--- config.mk ---
export PLATFORM = sky130hd
export DESIGN_NAME = plus_recon
export DESIGN_NICKNAME = d
export VERILOG_FILES = /design/src/rtl/plus_recon.sv
export SDC_FILE = /design/constraint.sdc
export NUM_CORES = 1
export LEC_CHECK = 0
export CAP_MARGIN = 20
export CORE_ASPECT_RATIO = 0.8
export CORE_MARGIN = 2
export CORE_UTILIZATION = 39
export DETAILED_ROUTE_END_ITERATION = 16
export PLACE_DENSITY_LB_ADDON = 0.12
export SKIP_LAST_GASP = 1
export SYNTH_ARGS = -nofsm -noshare
export SYNTH_HDL_FRONTEND = slang
export SYNTH_SLANG_ARGS = --single-unit
export TNS_END_PERCENT = 100
--- constraint.sdc ---
create_clock -name clk -period 6.35 [get_ports clk]
set_input_delay 0.635 -clock clk [delete_from_list [all_inputs] [get_ports clk]]
set_output_delay 0.635 -clock clk [all_outputs]
set_load 0.02 [all_outputs]
--- src/rtl/plus_recon.sv ---
// plus_recon: rebuilds mag = lambda + ((rho*phi) >>> RHO_FRAC), wrapping mod 2^14.
// Ports: side_* phi/rho push into an in-order FIFO; lam_* lambda stream pops it;
//        out_valid/out_ready/mag_out is the 2-stage result stream; rst is async active-low.
//        Build with PLUS_STATUS_EN to add fifo_level and sticky side_ovf outputs.
module plus_recon #(
  parameter int DEPTH    = 8,
  parameter int RHO_FRAC = 7,
  parameter int PHI_W    = 14,
  parameter int RHO_W    = 8,
  parameter int LAMBDA_W = 14,
  parameter int MAG_W    = 14,
  localparam int AW      = $clog2(DEPTH)
) (
  input  logic                clk,
  input  logic                rst,
  input  logic                side_valid,
  output logic                side_ready,
  input  logic [PHI_W-1:0]    phi_in,
  input  logic [RHO_W-1:0]    rho_in,
  input  logic                lam_valid,
  output logic                lam_ready,
  input  logic [LAMBDA_W-1:0] lambda_in,
  output logic                out_valid,
  input  logic                out_ready,
`ifdef PLUS_STATUS_EN
  output logic [AW:0]         fifo_level,
  output logic                side_ovf,
`endif
  output logic [MAG_W-1:0]    mag_out
);

  localparam int EW     = PHI_W + RHO_W;
  localparam int PROD_W = RHO_W + PHI_W;

  logic [EW-1:0]       mem [DEPTH];
  logic [AW-1:0]       wr_ptr;
  logic [AW-1:0]       rd_ptr;
  logic [AW:0]         count;
  logic                full;
  logic                empty;
  logic                push;
  logic                pop;
  logic                pipe_en;

  logic [PHI_W-1:0]    rd_phi;
  logic [RHO_W-1:0]    rd_rho;
  logic signed [PROD_W-1:0] prod;
  logic signed [PROD_W-1:0] prod_sh;

  logic                s1_valid;
  logic [LAMBDA_W-1:0] s1_lam;
  logic [MAG_W-1:0]    s1_rp;
  logic                s2_valid;
  logic [MAG_W-1:0]    s2_mag;

  assign full  = (count == (AW+1)'(DEPTH));
  assign empty = (count == '0);

  // Held low during reset; a pop never frees a slot for the same cycle.
  assign side_ready = rst & ~full;
  assign pipe_en    = ~s2_valid | out_ready;
  assign lam_ready  = ~empty & pipe_en;

  assign push = side_valid & side_ready;
  assign pop  = lam_valid & lam_ready;

  assign {rd_phi, rd_rho} = mem[rd_ptr];

  // phi is unsigned; the zero msb keeps it positive in the signed product.
  assign prod    = PROD_W'($signed(rd_rho))
                 * PROD_W'($signed({1'b0, rd_phi}));
  assign prod_sh = prod >>> RHO_FRAC;

  always_ff @(posedge clk or negedge rst) begin
    if (!rst) begin
      wr_ptr <= '0;
      rd_ptr <= '0;
      count  <= '0;
      for (int i = 0; i < DEPTH; i++) begin
        mem[i] <= '0;
      end
    end else begin
      if (push) begin
        mem[wr_ptr] <= {phi_in, rho_in};
        wr_ptr      <= wr_ptr + 1'b1;
      end
      if (pop) begin
        rd_ptr <= rd_ptr + 1'b1;
      end
      unique case ({push, pop})
        2'b10:   count <= count + 1'b1;
        2'b01:   count <= count - 1'b1;
        default: count <= count;
      endcase
    end
  end

  always_ff @(posedge clk or negedge rst) begin
    if (!rst) begin
      s1_valid <= 1'b0;
      s1_lam   <= '0;
      s1_rp    <= '0;
      s2_valid <= 1'b0;
      s2_mag   <= '0;
    end else if (pipe_en) begin
      s1_valid <= pop;
      s1_lam   <= lambda_in;
      s1_rp    <= prod_sh[MAG_W-1:0];
      s2_valid <= s1_valid;
      // Wrap, not saturate: exact mod-2^14 inverse of the encoder.
      s2_mag   <= s1_lam + s1_rp;
    end
  end

  assign out_valid = s2_valid;
  assign mag_out   = s2_mag;

`ifdef PLUS_STATUS_EN
  assign fifo_level = count;

  always_ff @(posedge clk or negedge rst) begin
    if (!rst) begin
      side_ovf <= 1'b0;
    end else if (side_valid && !side_ready) begin
      side_ovf <= 1'b1;
    end
  end
`endif

endmodule

== Word-level counts from Yosys, hierarchy flattened ==
Index checks and enable logic that the tools add are counted.
Storage, ports and cells
  bits in registers: 230
  latch bits: 0
  bits in writable memories: 0
  ROM bits: 0
  bits of input ports: 41
  memories: 0
Cells by class
  add/subtract/negate cells: 5
  multipliers: 1
  div/mod/pow operators: 0
  magnitude comparators: 3
  equal/unequal tests: 3
  shift-type cells: 0
  mux-type cells: 7
  bitwise gates (word level): 10
  reduce and logical (&&, ||, !) cells: 3
Operator list (number)
  bitwise mux 176 bit: 1
  binary-select mux 22 bit (select 3 bit): 1
  demux 22 bit (select 3 bit): 1
  2-to-1 mux 22 bit: 3
  multiplier 8 x 15 -> 21 bit: 1
  adder 14 bit: 1
  greater-or-equal comparator 4 bit, second input constant: 2
  inverter 3 -> 4 bit: 2
  case mux 4 bit (2 select lines): 1
  adder 3 x 1 -> 3 bit, second input constant: 2
  adder 4 x 1 -> 4 bit, second input constant: 1
  bitwise AND 1 bit: 4
  equality test 4 bit, second input constant: 1
  logical NOT 4 bit: 1
  less-than comparator 4 x 1 -> 1 bit, second input constant: 1
  subtractor 4 x 1 -> 4 bit, second input constant: 1
  inverter 1 bit: 3
  equality test 2 x 1 -> 1 bit, second input constant: 1
  equality test 2 bit, second input constant: 1
  nonzero test 2 bit: 1
  logical AND 1 bit: 1
  bitwise OR 1 bit: 1

== Depth between registers and ports, before layout ==
Gate-level depths: netlist of run 1.
  word-level depth: 6
  gate-level depth with buffers: 23
  depth with buffers taken out: 20

== Worst setup path before layout of run 1 ==
OpenSTA, ideal clock, no wires.
  kind: flip-flop to flip-flop
  start point: register rd_ptr[0]
  end point: register s1_rp[6]
  library setup time: 0.133 ns
  data arrival time: 5.416 ns
  path slack: 0.801 ns
  stages on the path, launching flop included: 23
  buffers on the path: 3
  cell sequence: dfrtp_1 -> buf_2 -> buf_2 -> mux4_2 -> mux2i_1 -> buf_2 -> nor2_1 -> fa_1 -> inv_1 -> fa_1 -> inv_1 -> fa_1 -> inv_1 -> fa_1 -> inv_1 -> ha_1 -> nor3_1 -> o211ai_1 -> a41oi_1 -> o21bai_1 -> a21oi_1 -> xor2_1 -> o21ai_0
Between the ends
  cells in the longest elaborated chain, start to end: 5
Ends and longest elaborated chain
  start, declared: line 37  | logic [AW-1:0] rd_ptr;
  start signal, assigned: line 88  | rd_ptr <= rd_ptr + 1'b1;
  inverter 3 -> 4 bit (implied by the code): line 67  | assign {rd_phi, rd_rho} = mem[rd_ptr];
  binary-select mux 22 bit (select 3 bit): line 67
  2-to-1 mux 22 bit (implied by the code) (2 in a row): line 67
  multiplier 8 x 15 -> 21 bit: line 71  | * PROD_W'($signed({1'b0, rd_phi}));
  end signal, assigned: line 108  | s1_rp <= prod_sh[MAG_W-1:0];
  end, declared: line 52  | logic [MAG_W-1:0] s1_rp;
No other way between the ends. The select of a mux whose other input is x is not followed.
A chain may end at the register's enable or synchronous reset.

== Final worst setup path of run 1 ==
  start point: register rd_ptr[0]
  end point: register s1_rp[12]
Same word-level chain as after synthesis.

==> metrics.csv, run 1 <==
metric,value,unit
synth_area,14000,um2
clk_pin_slew,0.06,ns
fin_ws,0.424,ns
cp_data_required_time,6.74,ns
gp_congestion,0.770,
cts_buffers,26,
cp_max_fo,25,
gr-total-overflow,0,
routed_wl,30500,um
layout_common_cells,"dfrtp_1, mux2_2, inv_1, nor2_1, nand2_1",
finalSetupTns,0,ns
rows,62,
synthArstFlopShare,100,%
hold_violations,0,
io_buffers,57,
dp_cells,1681,
cts_tree,built,
rr_worst_depth,19,
wl_per_cell,17.6,um
placeableCoreArea,35700,um2
reg2reg_to,s1_rp[12]$_DFFE_PN0N_,
cts_root_buffer,clkbuf_16,
drtAntennaViolNets,0,
worst-setup-path-type,register to register,
end_kind,register,
dp_slack,0.366,ns
worstPathArrival,6.32,ns
clkLatencyLatePin,0.57,ns
ys_seq_area_share,41.1,%
ys_warn_count,0,
synth_ff_type,dfrtp_1,
layout_commonest_cell,dfrtp_1,
route.detailed.drc,0,
pin_count,58,
drt-initial-drc-count,443,
fp.dieH,174,um
antenna_found_initial,1,
dieArea,37500,um2
fin_util,45.4,%
grt_pass1_vias,8897,
postCtsSetupBuffers,0,
maxCapViolations,0,
finClkSkew,0.0220,ns
final_cells,1731,
slew_violations,0,
fp.dieW,216,um
finalNetCount,1408,
setup_viol,0,
clk_path_buf_depth,3,
grt_max_degree,82,
tightest_slew,0.944,ns
outcome,completed,
firstDrtPassIters,4,
hold_class,input pin to asynchronous set/reset pin,
grt_pass1_wl,49700,um
synth_cells,1155,
fin_crit_sh,93.3,%
clock_sinks,230,
drive_above_1_share,26.6,%
area_growth,15.6,%
relSlewSlack,37.1,%
avgViaCountPerCell,5.07,
synth-seq-cells,230,
grt_usage,16.7,%
setup.worst_path.start_class,register,
r2r_slack,0.42,ns
finalCriticalPeriod,5.93,ns
start_util,39.3,%
dp.final_hpwl,20600,um
htreeDepth,1,
synth_fp_nets,1333,
synth-edff-count,0,
fmax,169,MHz
ys_types,51,
rsz0062_at_grt,false,
vias,8771,
syn_avg_cell_area,12.1,um2
reg2reg_from,rd_ptr[0]$_DFFE_PN0P_,
==> synthesized netlist by cell type (all sizes together) (5+ instances only) <==
cell type	count	area, um2
ha	64	801
xor2	12	105
mux4	44	991
nand2	78	293
o21bai	5	37.5
nand2b	15	101
inv	106	398
buf	37	226
mux2	176	2060
o21ai	32	160
a21o	6	46.3
mux2i	22	220
or2	16	100
nor2b	11	68.8
dfrtp	230	5760
xnor2	22	193
fa	73	1460
clkbuf	13	48.8
o21a	5	37.5
nor2	112	420
a21oi	32	160
nor3	6	40.0
==> worst max path at each step <==
stage | startpoint | to | slack, ns | cells past startpoint
final | rd_ptr[0]$_DFFE_PN0P_ | s1_rp[12]$_DFFE_PN0N_ | 0.42 | 19
after floorplan | rd_ptr[0]$_DFFE_PN0P_ | s1_rp[6]$_DFFE_PN0N_ | 0.80 | 22
after detailed placement | rd_ptr[0]$_DFFE_PN0P_ | s1_rp[12]$_DFFE_PN0N_ | 0.37 | 19
after CTS | rd_ptr[0]$_DFFE_PN0P_ | s1_rp[12]$_DFFE_PN0N_ | 0.33 | 19
after global placement | rd_ptr[0]$_DFFE_PN0P_ | s1_rp[12]$_DFFE_PN0N_ | 0.46 | 19
after global routing | rd_ptr[0]$_DFFE_PN0P_ | s1_rp[12]$_DFFE_PN0N_ | 0.02 | 19
==> layout make-up <==
| cell class | count | area [um2] |
|---|---|---|
| Tap cell | 480 | 601 |
| Timing Repair Buffer | 97 | 933 |
| Clock buffer | 41 | 777 |
| Clock inverter | 7 | 115 |
| Antenna cell | 1 | 2.50 |
| Multi-Input combinational cell | 769 | 7620 |
| Fill cell | 3348 | 19500 |
| Inverter | 106 | 398 |
| Sequential cell | 230 | 5760 |
==> state kept, by name, summed over array words and instances, names as in the netlist <==
name,flops
s1_valid,1
count,4
out_valid,1
mem,176
rd_ptr,3
s1_lam,14
mag_out,14
wr_ptr,3
s1_rp,14
==> cell families after synthesis <==
logic type,count (synthesis),synth area share (%)
and+or+nand+nor,254,8.08
muxes,242,23.3
DFF,230,41.1
buffers and inverters,156,4.80
adders and majority gates,137,16.1
AOI/OAI and AO/OA,102,4.48
xor gates and xnor gates,34,2.12
==> per-layer routing <==
layer	vias up	GRT usage (%)	wire (um)
met4	0	3.20	523
met1	4568	24.9	14800
met3	34	2.28	1080
li1	4077	-	-
met2	92	26.3	14100
met5	-	0	0
==> per-stage QoR <==
step,area (um2),hold slack [ns]
floorplan,14000,0.339
global placement,15300,0.450
detailed placement,15300,0.452
CTS,16200,0.0735
global route,16200,0.107
finish,16200,0.0494
==> worst max-delay path, stage by stage, from the launching register on <==
cell	delay, ns
dfrtp_4	0.55
buf_12	0.26
mux4_2	0.54
mux2i_1	0.20
buf_4	0.23
nor2b_1	0.20
fa_1	0.44
fa_1	0.53
fa_1	0.54
inv_1	0.05
fa_1	0.52
inv_1	0.04
ha_1	0.31
a21oi_1	0.17
o21ai_0	0.18
nor4b_1	0.28
o21ai_0	0.21
a31oi_1	0.23
xor2_1	0.16
o21ai_0	0.08
==> what timing repair did <==
action	4_1_cts	5_1_grt
gates resized for setup	0	1
hold buffers	0	0
setup endpoints to repair	0	1
Power of run 1 is left out: the tool's default activity adds up to more than one toggle a clock period on the data nets, which glitch-free logic cannot reach.
==> run 2, diff against run 1 <==
--- a/config.mk
+++ b/config.mk
@@ -7,7 +7,6 @@
 export LEC_CHECK = 0
 export CAP_MARGIN = 20
 export CORE_ASPECT_RATIO = 0.8
-export CORE_MARGIN = 2
 export CORE_UTILIZATION = 39
 export DETAILED_ROUTE_END_ITERATION = 16
 export PLACE_DENSITY_LB_ADDON = 0.12
==> metrics.csv, run 2 (synthesized netlist as in run 1, its figures left out) <==
metric,value,unit
drive_above_1_share,26.9,%
fmax,169,MHz
placeableCoreArea,35000,um2
htreeDepth,1,
relSlewSlack,37.5,%
worstPathArrival,6.29,ns
layout_common_cells,"dfrtp_1, mux2_2, inv_1, nor2_1, nand2_1",
finalSetupTns,0,ns
finalNetCount,1409,
cp_max_fo,18,
cp_data_required_time,6.74,ns
dp_slack,0.408,ns
top_register,mem,
setup.worst_path.start_class,register,
cts_root_buffer,clkbuf_16,
firstDrtPassIters,4,
critPathMaxStageDelay,0.70,ns
grt_max_degree,90,
fp.dieH,172,um
hold_class,input pin to asynchronous set/reset pin,
r2r_slack,0.45,ns
clkLatencyLatePin,0.57,ns
cts_tree,built,
finClkSkew,0.0254,ns
fin_ws,0.450,ns
cp_top_family,adder cells,
gp_congestion,0.814,
fin_crit_sh,92.9,%
area_growth,15.7,%
pin_count,58,
place_area,15300,um2
antenna_found_initial,1,
route.detailed.drc,0,
insertedDiodeCount,0,
grt_usage,17.2,%
largest_reg_flops,176,
cpMostUsedCell,fa_1,
rows,61,
cts_resized,0,
vias,8672,
dp.final_hpwl,20400,um
reg2reg_from,rd_ptr[1]$_DFFE_PN0P_,
fillers,3196,
io_buffers,57,
wl_per_cell,17.7,um
multi_input_area,7620,um2
regArea,5760,um2
routed_wl,30400,um
layout_commonest_cell,dfrtp_1,
worst-setup-path-type,register to register,
end_kind,register,
reg2reg_to,s1_rp[10]$_DFFE_PN0N_,
slew_violations,0,
outcome,completed,
slowest_stage,dfrtp_2,
clk_path_buf_depth,3,
postCtsSetupBuffers,0,
worstPathCellList,buf_4 > mux4_2 > mux2i_1 > buf_4 > or2_2 > fa_1 > fa_1 > inv_1 > fa_1 > inv_1 > fa_1 > inv_1 > ha_1 > nor3_1 > o211ai_1 > nand3_1 > o21ai_0 > o21ai_0 > o2bb2ai_1 > o21ai_0,
rr_worst_depth,20,
gr-total-overflow,0,
hold_violations,0,
cts_buffers,26,
grt_pass1_vias,9012,
clk_pin_slew,0.06,ns
cts-hold-fix-buffers,0,
drt-initial-drc-count,423,
grt_pass1_wl,50000,um
tightest_slew,0.936,ns
dieArea,36700,um2
rsz0062_at_grt,false,
crit_buf_inv,5,
avgViaCountPerCell,5.04,
finalCriticalPeriod,5.90,ns
start_util,40.0,%
clock_sinks,230,
fp.dieW,214,um
maxCapViolations,0,
drtAntennaViolNets,0,
stdcell_area,16200,um2
setup_viol,0,
## run 2: changes by cell type in the layout (fill, tap and decap cells not counted), sizes merged
| cell | previous run | this run |
|---|---|---|
| buf | 41 | 42 |
| clkinvlp | 2 | 0 |
| bufinv | 2 | 3 |
| clkbuf | 41 | 38 |
| inv | 106 | 107 |
| diode | 1 | 0 |
## run 2: metal layers
layer | up-vias | wire length, um | global-route usage [%]
li1 | 4079 | - | -
met1 | 4465 | 15000 | 24.9
met2 | 101 | 13800 | 27.5
met3 | 27 | 1080 | 2.79
met4 | 0 | 455 | 3.19
met5 | - | 0 | 0
## run 2: metrics by stage
step | std cells | util, % | hold WS [ns]
2_1_floorplan | 1155 | - | 0.339
3_3_place_gp | 1674 | 43.6 | 0.455
3_5_place_dp | 1674 | 43.6 | 0.456
4_1_cts | 1719 | 46.2 | 0.106
5_1_grt | 1720 | 46.3 | 0.138
6_report | 1720 | 46.3 | 0.0848
## run 2: worst max path at each step
stage                     slack [ns]                    end  cells after the start             startpoint
after floorplan                 0.80   s1_rp[6]$_DFFE_PN0N_                     22  rd_ptr[0]$_DFFE_PN0P_
after global placement          0.47  s1_rp[12]$_DFFE_PN0N_                     19  rd_ptr[0]$_DFFE_PN0P_
after detailed placement        0.41  s1_rp[12]$_DFFE_PN0N_                     19  rd_ptr[0]$_DFFE_PN0P_
after CTS                       0.39  s1_rp[12]$_DFFE_PN0N_                     19  rd_ptr[0]$_DFFE_PN0P_
after global routing            0.06  s1_rp[12]$_DFFE_PN0N_                     19  rd_ptr[1]$_DFFE_PN0P_
final                           0.45  s1_rp[10]$_DFFE_PN0N_                     20  rd_ptr[1]$_DFFE_PN0P_
## run 2: worst register-to-register path: stages (launching register included)
cell	delay, ns
dfrtp_2	0.70
buf_4	0.30
mux4_2	0.30
mux2i_1	0.25
buf_4	0.28
or2_2	0.16
fa_1	0.44
fa_1	0.54
inv_1	0.06
fa_1	0.53
inv_1	0.05
fa_1	0.52
inv_1	0.04
ha_1	0.22
nor3_1	0.24
o211ai_1	0.18
nand3_1	0.26
o21ai_0	0.19
o21ai_0	0.25
o2bb2ai_1	0.14
o21ai_0	0.09
## run 2: cell type report
cell class                 count  share of cell area, %
tap                          472                   3.64
multi-input combinational    769                   47.0
clock buffer                  38                   4.85
sequential                   230                   35.5
clock inverter                 7                  0.856
inverter                     106                   2.45
timing repair buffer          98                   5.72
Power of run 2 is left out for the same reason.
